<file path="src/rtl/serial_adder_pkg.sv">
// serial_adder_pkg: FSM state encodings and default operand width for the serial adder
package serial_adder_pkg;
  localparam int DEF_WIDTH = 8;
  typedef enum logic [1:0] {IDLE = 2'd0, RUN = 2'd1, DONE = 2'd2} state_t;
endpackage

</file>
<file path="src/rtl/serial_adder_fa_cell.sv">
// fa_cell: combinational 1-bit full adder
module fa_cell (
  input  logic a,
  input  logic b,
  input  logic ci,
  output logic s,
  output logic co
);
  assign s  = a ^ b ^ ci;
  assign co = (a & b) | (ci & (a ^ b));
endmodule

</file>
<file path="src/rtl/serial_adder_ctrl.sv">
// serial_adder_ctrl: bit-serial LSB-first adder, one full-adder cell, valid/ready handshakes.
// Define SERIAL_ADDER_OVF_EN to add the signed-overflow output ovf.
module serial_adder_ctrl
  import serial_adder_pkg::*;
#(
  parameter int WIDTH = DEF_WIDTH
) (
  input  logic             clk,
  input  logic             reset,
  input  logic             start_valid,
  output logic             start_ready,
  input  logic [WIDTH-1:0] a,
  input  logic [WIDTH-1:0] b,
  input  logic             cin,
  output logic             res_valid,
  input  logic             res_ready,
  output logic [WIDTH-1:0] sum,
  output logic             cout,
  output logic             busy
`ifdef SERIAL_ADDER_OVF_EN
  ,
  output logic             ovf
`endif
);
  localparam int IW = (WIDTH > 1) ? $clog2(WIDTH) : 1;
  state_t          r_state, w_next;
  logic [WIDTH-1:0] r_a, r_b, r_work, r_sum;
  logic [IW-1:0]   r_idx;
  logic            r_carry, r_cout;
  logic            w_s, w_co, w_accept, w_last;
  fa_cell u_fa (
    .a (r_a[r_idx]),
    .b (r_b[r_idx]),
    .ci(r_carry),
    .s (w_s),
    .co(w_co)
  );
  always_ff @(posedge clk or posedge reset) begin
    if (reset) r_state <= IDLE;
    else       r_state <= w_next;
  end
  always_comb begin
    w_accept = (r_state == IDLE) && start_valid;
    w_last   = (r_state == RUN) && (r_idx == IW'(WIDTH - 1));
    w_next   = (r_state == RUN)  ? (w_last ? DONE : RUN) :
               (r_state == DONE) ? (res_ready ? IDLE : DONE) :
               (start_valid ? RUN : IDLE);
  end
  // r_work collects bits during RUN; r_sum only changes at the final edge so the last result holds
  always_ff @(posedge clk or posedge reset) begin
    if (reset) begin
      r_a     <= '0;
      r_b     <= '0;
      r_work  <= '0;
      r_sum   <= '0;
      r_idx   <= '0;
      r_carry <= 1'b0;
      r_cout  <= 1'b0;
    end else if (w_accept) begin
      r_a     <= a;
      r_b     <= b;
      r_carry <= cin;
      r_idx   <= '0;
    end else if (r_state == RUN) begin
      r_work[r_idx] <= w_s;
      r_carry       <= w_co;
      r_idx         <= w_last ? '0 : r_idx + IW'(1);
      if (w_last) begin
        r_sum  <= {w_s, r_work[WIDTH-2:0]};
        r_cout <= w_co;
      end
    end
  end
`ifdef SERIAL_ADDER_OVF_EN
  logic r_ovf;
  always_ff @(posedge clk or posedge reset) begin
    if (reset)       r_ovf <= 1'b0;
    else if (w_last) r_ovf <= r_carry ^ w_co;
  end
  assign ovf = r_ovf;
`endif
  assign start_ready = (r_state == IDLE);
  assign res_valid   = (r_state == DONE);
  assign busy        = (r_state == RUN) || (r_state == DONE);
  assign sum         = r_sum;
  assign cout        = r_cout;
endmodule

</file>
<file path="config.mk">
export PLATFORM = sky130hd
export DESIGN_NAME = serial_adder_ctrl
export DESIGN_NICKNAME = d
export VERILOG_FILES = /design/src/rtl/serial_adder_pkg.sv /design/src/rtl/serial_adder_fa_cell.sv /design/src/rtl/serial_adder_ctrl.sv
export SDC_FILE = /design/constraint.sdc
export NUM_CORES = 1
export LEC_CHECK = 0
export CAP_MARGIN = 10
export CORE_MARGIN = 2
export CORE_UTILIZATION = 55
export DETAILED_ROUTE_END_ITERATION = 8
export GPL_TIMING_DRIVEN = 1
export PLACE_DENSITY = 0.89
export SLEW_MARGIN = 40
export SYNTH_ARGS = -nofsm -noshare
export SYNTH_HDL_FRONTEND = slang
export SYNTH_HIERARCHICAL = 1
export SYNTH_SLANG_ARGS = --single-unit
</file>
<file path="constraint.sdc">
create_clock -name clk -period 4.95 [get_ports clk]
set_input_delay 1.2375 -clock clk [delete_from_list [all_inputs] [get_ports clk]]
set_output_delay 1.2375 -clock clk [all_outputs]
set_load 0.1 [all_outputs]
</file>
## Word level (Yosys, flattened, before mapping)

Index checks and enable logic that the tools add are counted.
W data, S select, Z words.

- Memory bits (writable): 0
- ROM bits: 0
- Input port bits: 21
- Latch bits: 0
- Logic and storage cells: 45
- Memories kept: 0
- Flip-flop bits (word level): 39

- Multipliers: 0
- Shift operators: 0
- Div/mod/pow operators: 0
- Bitwise logic cells: 6
- Equal/unequal tests: 3
- $add $sub $neg: 1
- Reduce and logical (&&, ||, !) cells: 8
- Muxes and demuxes: 17
- Magnitude comparators: 2

Operators with widths:

| operator | count |
|---|---|
| $mux W3 | 3 |
| $bwmux W8 | 1 |
| $mux W2 | 4 |
| $bmux W1 S3 | 2 |
| $mux W1 | 6 |
| $lt A3 B4 Y1 const B | 1 |
| $add A3 B1 Y3 const B | 1 |
| $demux W1 S3 | 1 |
| $eq A3 B3 Y1 const B | 1 |
| $ge A3 B1 Y1 const B | 1 |
| $logic_and A1 B1 Y1 | 3 |
| $reduce_and A3 Y1 | 1 |
| $and A1 B1 Y1 | 2 |
| $eq A2 B1 Y1 const B | 1 |
| $eq A2 B2 Y1 const B | 1 |
| $logic_not A2 Y1 | 1 |
| $reduce_and A2 Y1 | 1 |
| $reduce_bool A2 Y1 | 1 |
| $xor A1 B1 Y1 | 2 |
| $logic_or A1 B1 Y1 | 1 |
| $not A1 Y1 | 1 |
| $or A1 B1 Y1 | 1 |

## Longest topological paths before layout

Gate-level depths: netlist of run 1.

- Depth after elaboration: 7
- Gate-level depth with buffers: 7

## Cells and area by module

The synthesis of run 1 kept the hierarchy.

By module, submodules not included:

| module | cells an instance | instances | sequential area each (µm²) | area each (µm²) |
|---|---|---|---|---|
| serial_adder_ctrl | 119 | 1 | 950.9 | 1,719.1 |
| fa_cell | 1 | 1 | 0.0 | 20.0 |

## Worst setup path before layout of run 1

OpenSTA, ideal clock, no wires.

- Path kind: register -> output
- From: register r_state[0]
- To: output port start_ready
- Arrival: 1.289 ns
- Required time: 3.713 ns
- Setup slack: 2.423 ns
- Cell stages (with the launch flop): 3
- Path through: dfrtp_1 inv_1 ha_1

- Word-level cells in the longest chain between the ends: 1

RTL lines:

| what | RTL line | RTL |
|---|---|---|
| start, declared | serial_adder_ctrl.sv:26 | `state_t r_state, w_next;` |
| start signal, assigned | serial_adder_ctrl.sv:40 | `else r_state <= w_next;` |
| $logic_not A2 Y1 | serial_adder_ctrl.sv:82 | `assign start_ready = (r_state == IDLE);` |
| end, declared | serial_adder_ctrl.sv:11 | `output logic start_ready,` |

No other way between the ends.

## Final worst setup path of run 1

- From: input port start_valid
- To: register r_sum[6], in the netlist sum[6]

- Word-level cells in the longest chain between the ends: 3

RTL lines:

| what | RTL line | RTL |
|---|---|---|
| start, declared | serial_adder_ctrl.sv:10 | `input logic start_valid,` |
| $logic_and A1 B1 Y1 | serial_adder_ctrl.sv:43 | `w_accept = (r_state == IDLE) && start_valid;` |
| $not A1 Y1 (no line) | - |  |
| $reduce_and A3 Y1 (no line) | - |  |
| end signal, assigned | serial_adder_ctrl.sv:69 | `r_sum <= {w_s, r_work[WIDTH-2:0]};` |
| end, declared | serial_adder_ctrl.sv:27 | `logic [WIDTH-1:0] r_a, r_b, r_work, r_sum;` |

No other way between the ends.
A chain may end at the register's enable or synchronous reset.

==> results.yml, run 1 <==
place:
  hpwlAfterDp_um: 2139
  io_buffers: 32
  gp_congestion: 0.7685
  dp.cells: 191
  place_ws_ns: 1.528
yosys:
  synth.ff_latch_count: 38
  synth_flop_cell: "dfrtp_1"
  syn-cell-area_um2: 1739
  synth_edf_count: 0
  synth_common_cells: "38 x dfrtp_1, 32 x mux2_2, 5 x ha_1, 5 x inv_1"
  yosys.area.top_type: "dfrtp_1"
  synth_area_leaders: "dfrtp_1 55%, mux2_2 21%, mux4_2 5.2%"
  async_flop_share: 1.000
  yosys.cell_count.top_type: "dfrtp_1"
  synthDistinctLibCells: 24
  synth.net_count: 147
  ys_warn_count: 6
  seq_area_frac_synth: 0.5468
  yosys.area.top_type_share: 0.5468
  synthCells: 120
  avgSynthCellArea_um2: 14.49
cells_and_area:
  multiInputGateArea_um2: 734.5
  fillers: 225
  n_antenna_cell: 0
  final_nets: 181
  drive_gt1_frac: 0.3677
  syn_to_final_growth_pct: 20.00
  seqCellArea_um2: 950.9
  fin_cells: 199
clocking:
  cts_resized: 0
  clk_pin_slew_ns: 0.10
  cts_root_buffer: "clkbuf_4"
  clock_path_buffers: 2
  cts_made_buffers: 5
  clk_latency_ns: 0.34
  cts.sinks: 38
  cts_tree: "done"
  post-cts-setup-buffer-count: 0
  ctsHoldBuffers: 0
  htreeDepth: 2
timing:
  fin_crit_sh: 0.6031
  tightest_slew_ns: 0.7232
  timing.setup.tns_ns: 0
  slew-limit-headroom: 0.5167
  setup_viol: 0
  fmax_mhz: 334.9
  rsz0062_at_grt: "no"
  hold_violations: 0
  finalClockSkew_ns: 0.003491
  setup_slack_ns: 1.964
  period_needed_ns: 2.986
  slew_viol_final: 0
  whs_ns: 0.5051
setup_path:
  crit_fanout: 20
  cp_data_arrival_time_ns: 3.22
  startpoint_type: "primary input"
  timing.critical_path.from: "start_valid"
  required_ns: 5.19
  path_class: "in -> reg"
  end_kind: "flop"
  worstReg2RegStart: "r_idx[0]"
grt:
  antenna_found_initial: 0
  grt_first_pass_wirelength_um: 4843
  grt_max_degree: 39
  grt_use_total: 0.1898
  grt-ovfl-total: 0
  grt_pass1_vias: 1173
detailed_routing:
  drtIter0Drc: 39
  ant_nets: 0
  vias: 1097
  dr.pass1.iters: 4
  drc: 0
  drt_wl_total_um: 2894
  via_per_inst: 5.513
  avgRoutedWirePerCell_um: 14.54
job:
  maxCapViolCount: 0
floorplanning:
  die_area_um2: 3628
  fp.dieH_um: 60.23
  fp.dieW_um: 60.23
  core_um2: 3028
  io_pins: 33
  rows: 20
  initial_utilization: 0.5744
min_path:
  hp-start: "r_work[5]"
  hold_path.class: "reg -> reg"
outcome:
  status: "finished clean"
==> critical path, stage by stage <==
cell and delay [ns]:
clkdlybuf4s50_1 0.50, nand2_1 0.59, nand3_1 0.48, mux2_2 0.41
==> state kept, by name (all words and copies together), names as in the netlist <==
register,flops
r_carry,1
r_work,7
sum,8
r_idx,3
r_b,8
r_a,8
r_state,2
cout,1
==> metrics by stage <==
| stage | area, µm² | util |
|---|---|---|
| floorplan | 1739 | - |
| global placement | 2087 | 0.6893 |
| detailed placement | 2027 | 0.6694 |
| CTS | 2087 | 0.6893 |
| global route | 2087 | 0.6893 |
| finish | 2087 | 0.6893 |
==> routing by layer <==
metal	global-route usage	wire (µm)	vias up
li1	-	-	501
met1	0.1908	1100	556
met2	0.3432	1581	34
met3	0.07143	159	6
met4	0.08571	53	0
met5	0	0	-
==> cells in the final DEF, fill, tap and decap left out <==
master           netlist  routed
or4_1                  2       2
dfrtp_1               38      38
nor4b_1                2       2
clkbuf_8               0       1
buf_2                  4      12
inv_1                  5       5
o21ai_0                1       1
mux4_2                 4       4
nand2_1                4       4
nor2_1                 2       2
nor4_1                 2       2
ha_1                   5       5
mux2_2                32      32
a21bo_4                1       1
nand3_1                1       1
clkbuf_1               1       1
buf_4                  0       1
clkdlybuf4s50_1        0      20
mux2_1                 2       2
fa_1                   1       1
mux2i_1                4       4
nor3_1                 1       1
clkbuf_4               0       5
a21oi_1                3       3
and2_1                 1       1
nand2b_1               2       2
clkinv_2               0       1
o22ai_1                1       1
==> logic make-up after synthesis <==
logic type / Yosys count / share of synthesized area
simple gates: 17 / 0.05539
flops: 38 / 0.5468
fa+ha+maj: 6 / 0.04748
compound gates: 6 / 0.02446
mux: 42 / 0.2950
buf+inv: 11 / 0.03093
==> worst paths after layout <==
check	end	slack, ns	cells past startpoint
max in group asynchronous	r_state[1]	3.32	3
setup reg to reg	r_work[1]	2.37	4
hold / removal	r_work[5]	0.51	1
hold reg to reg	r_work[5]	0.51	1
min in group asynchronous	sum[2]	1.30	3
setup / recovery	sum[6]	1.96	4
==> area by class of cell <==
type	instances	share of cell area
flip-flops and latches	38	0.4556
multi-input cells	71	0.3519
repair buffers	33	0.1283
clock buffers	7	0.02638
inverters	5	0.008993
clock inverters	1	0.002398
well taps	44	0.02638
Power of run 1 is not shown: default switching activity piles up to over one toggle a cycle in this logic, so the estimate is an artifact.
==> run 2: changes to the inputs <==
--- a/config.mk
+++ b/config.mk
@@ -7,10 +7,10 @@
 export LEC_CHECK = 0
 export CAP_MARGIN = 10
 export CORE_MARGIN = 2
-export CORE_UTILIZATION = 55
+export CORE_UTILIZATION = 51
 export DETAILED_ROUTE_END_ITERATION = 8
 export GPL_TIMING_DRIVEN = 1
-export PLACE_DENSITY = 0.89
+export PLACE_DENSITY = 0.83
 export SLEW_MARGIN = 40
 export SYNTH_ARGS = -nofsm -noshare
 export SYNTH_HDL_FRONTEND = slang
==> constraint.sdc (replaced) <==
create_clock -name clk -period 2.9 [get_ports clk]
set_input_delay 0.725 -clock clk [delete_from_list [all_inputs] [get_ports clk]]
set_output_delay 0.725 -clock clk [all_outputs]
set_load 0.1 [all_outputs]
==> results.yml, run 2 (same netlist as run 1, synthesis figures left out) <==
outcome:
  status: "finished clean"
job:
  maxCapViolCount: 0
detailed_routing:
  drtIter0Drc: 18
  via_per_inst: 5.260
  avgRoutedWirePerCell_um: 14.79
  wl_met3_um: 155
  drc: 0
  ant_nets: 0
  wl_met1_um: 1206
  dr_wl_met2_um: 1540
  drt_wl_total_um: 2958
  vias: 1052
  dr.pass1.iters: 4
  top_layer: "met4"
clocking:
  cts.sinks: 38
  clk_pin_slew_ns: 0.10
  cts_root_buffer: "clkbuf_4"
  cts_made_buffers: 5
  cts_resized: 0
  clock_path_buffers: 2
  ctsHoldBuffers: 0
  htreeDepth: 2
  post-cts-setup-buffer-count: 0
  cts_tree: "done"
  clk_latency_ns: 0.34
setup_path:
  path_class: "reg -> reg"
  reg2reg_setup_slack_ns: 0.38
  worstReg2RegStart: "r_idx[0]"
  cp_slowest_cell: "dfrtp_1"
  end_kind: "flop"
  reg2regPathDepth: 4
  critPathBufInv: 0
  startpoint_type: "flop"
  path_cells: "mux4_2, mux2_2, fa_1, mux2_1"
  cp_data_arrival_time_ns: 2.75
  r2r-end: "r_work[1]"
  crit_fanout: 12
  required_ns: 3.13
  cp_top_family: "multiplexers"
  slowest_delay_ns: 0.64
place:
  io_buffers: 32
  place_ws_ns: 0.3737
  hpwlAfterDp_um: 2195
  gp_congestion: 0.7991
timing:
  hold_violations: 0
  fin_crit_sh: 0.8674
  slew-limit-headroom: 0.6854
  tightest_slew_ns: 0.4706
  fmax_mhz: 397.5
  rsz0062_at_grt: "no"
  timing.setup.tns_ns: 0
  slew_viol_final: 0
  period_needed_ns: 2.515
  setup_slack_ns: 0.3845
  finalClockSkew_ns: 0.003561
  setup_viol: 0
floorplanning:
  fp.dieH_um: 62.40
  core_um2: 3311
  initial_utilization: 0.5253
  die_area_um2: 3893
  fp.dieW_um: 62.40
  io_pins: 33
  rows: 21
cells_and_area:
  fillers: 273
  syn_to_final_growth_pct: 21.80
  n_antenna_cell: 0
  layout_common_cells: "38 x dfrtp_1, 32 x mux2_2, 20 x clkdlybuf4s50_1"
  final_common_cell: "dfrtp_1"
  drive_gt1_frac: 0.3701
  final_nets: 182
  fin_util: 0.6398
grt:
  grt_first_pass_wirelength_um: 4926
  grt_max_degree: 39
  antenna_found_initial: 0
  grt-ovfl-total: 0
  grt_use_total: 0.1697
  grt_pass1_vias: 1058
min_path:
  hold_path.class: "reg -> reg"
  min_path_cells: 1
  hold-path-endpoint: "r_work[5]"
  hp-start: "r_work[5]"
[run 2: cell types whose count changed in the layout (fill, tap and decap cells not counted)]
cell,before,now
buf_4,1,14
buf_2,12,0
clkbuf_1,1,0
clkinv_2,1,0
[run 2: cell type report]
cell class	instances	area, µm²	share of cell area
multi-input combinational	71	734.5	0.3467
inverter	5	18.77	0.008860
timing repair buffer	34	305.3	0.1441
sequential	38	950.9	0.4489
tap	46	57.56	0.02717
clock buffer	6	51.30	0.02422
[run 2: worst max-delay path by stage]
stage	endpoint	depth (start not counted)	start	slack, ns
after floorplan	r_work[1]	5	r_idx[0]	0.58
after global placement	r_work[1]	4	r_idx[0]	0.44
after detailed placement	r_work[1]	4	r_idx[0]	0.37
after CTS	r_work[1]	4	r_idx[0]	0.35
after global routing	r_work[5]	4	r_idx[0]	0.25
final	r_work[1]	4	r_idx[0]	0.38
[run 2: stage by stage]
| stage | std cells | cell area, µm² | hold WS (ns) |
|---|---|---|---|
| finish | 200 | 2118 | 0.5003 |
| global route | 200 | 2118 | 0.5328 |
| floorplan | 120 | 1739 | 0.4602 |
| global placement | 194 | 2067 | 0.4856 |
| detailed placement | 194 | 2067 | 0.4857 |
| CTS | 200 | 2118 | 0.5091 |
[run 2: per-layer routing]
layer	vias up	global-route usage
li1	501	-
met1	520	0.1899
met2	26	0.2840
met3	5	0.06667
met4	0	0.08333
met5	-	0
Power of run 2 is left out for the same reason.
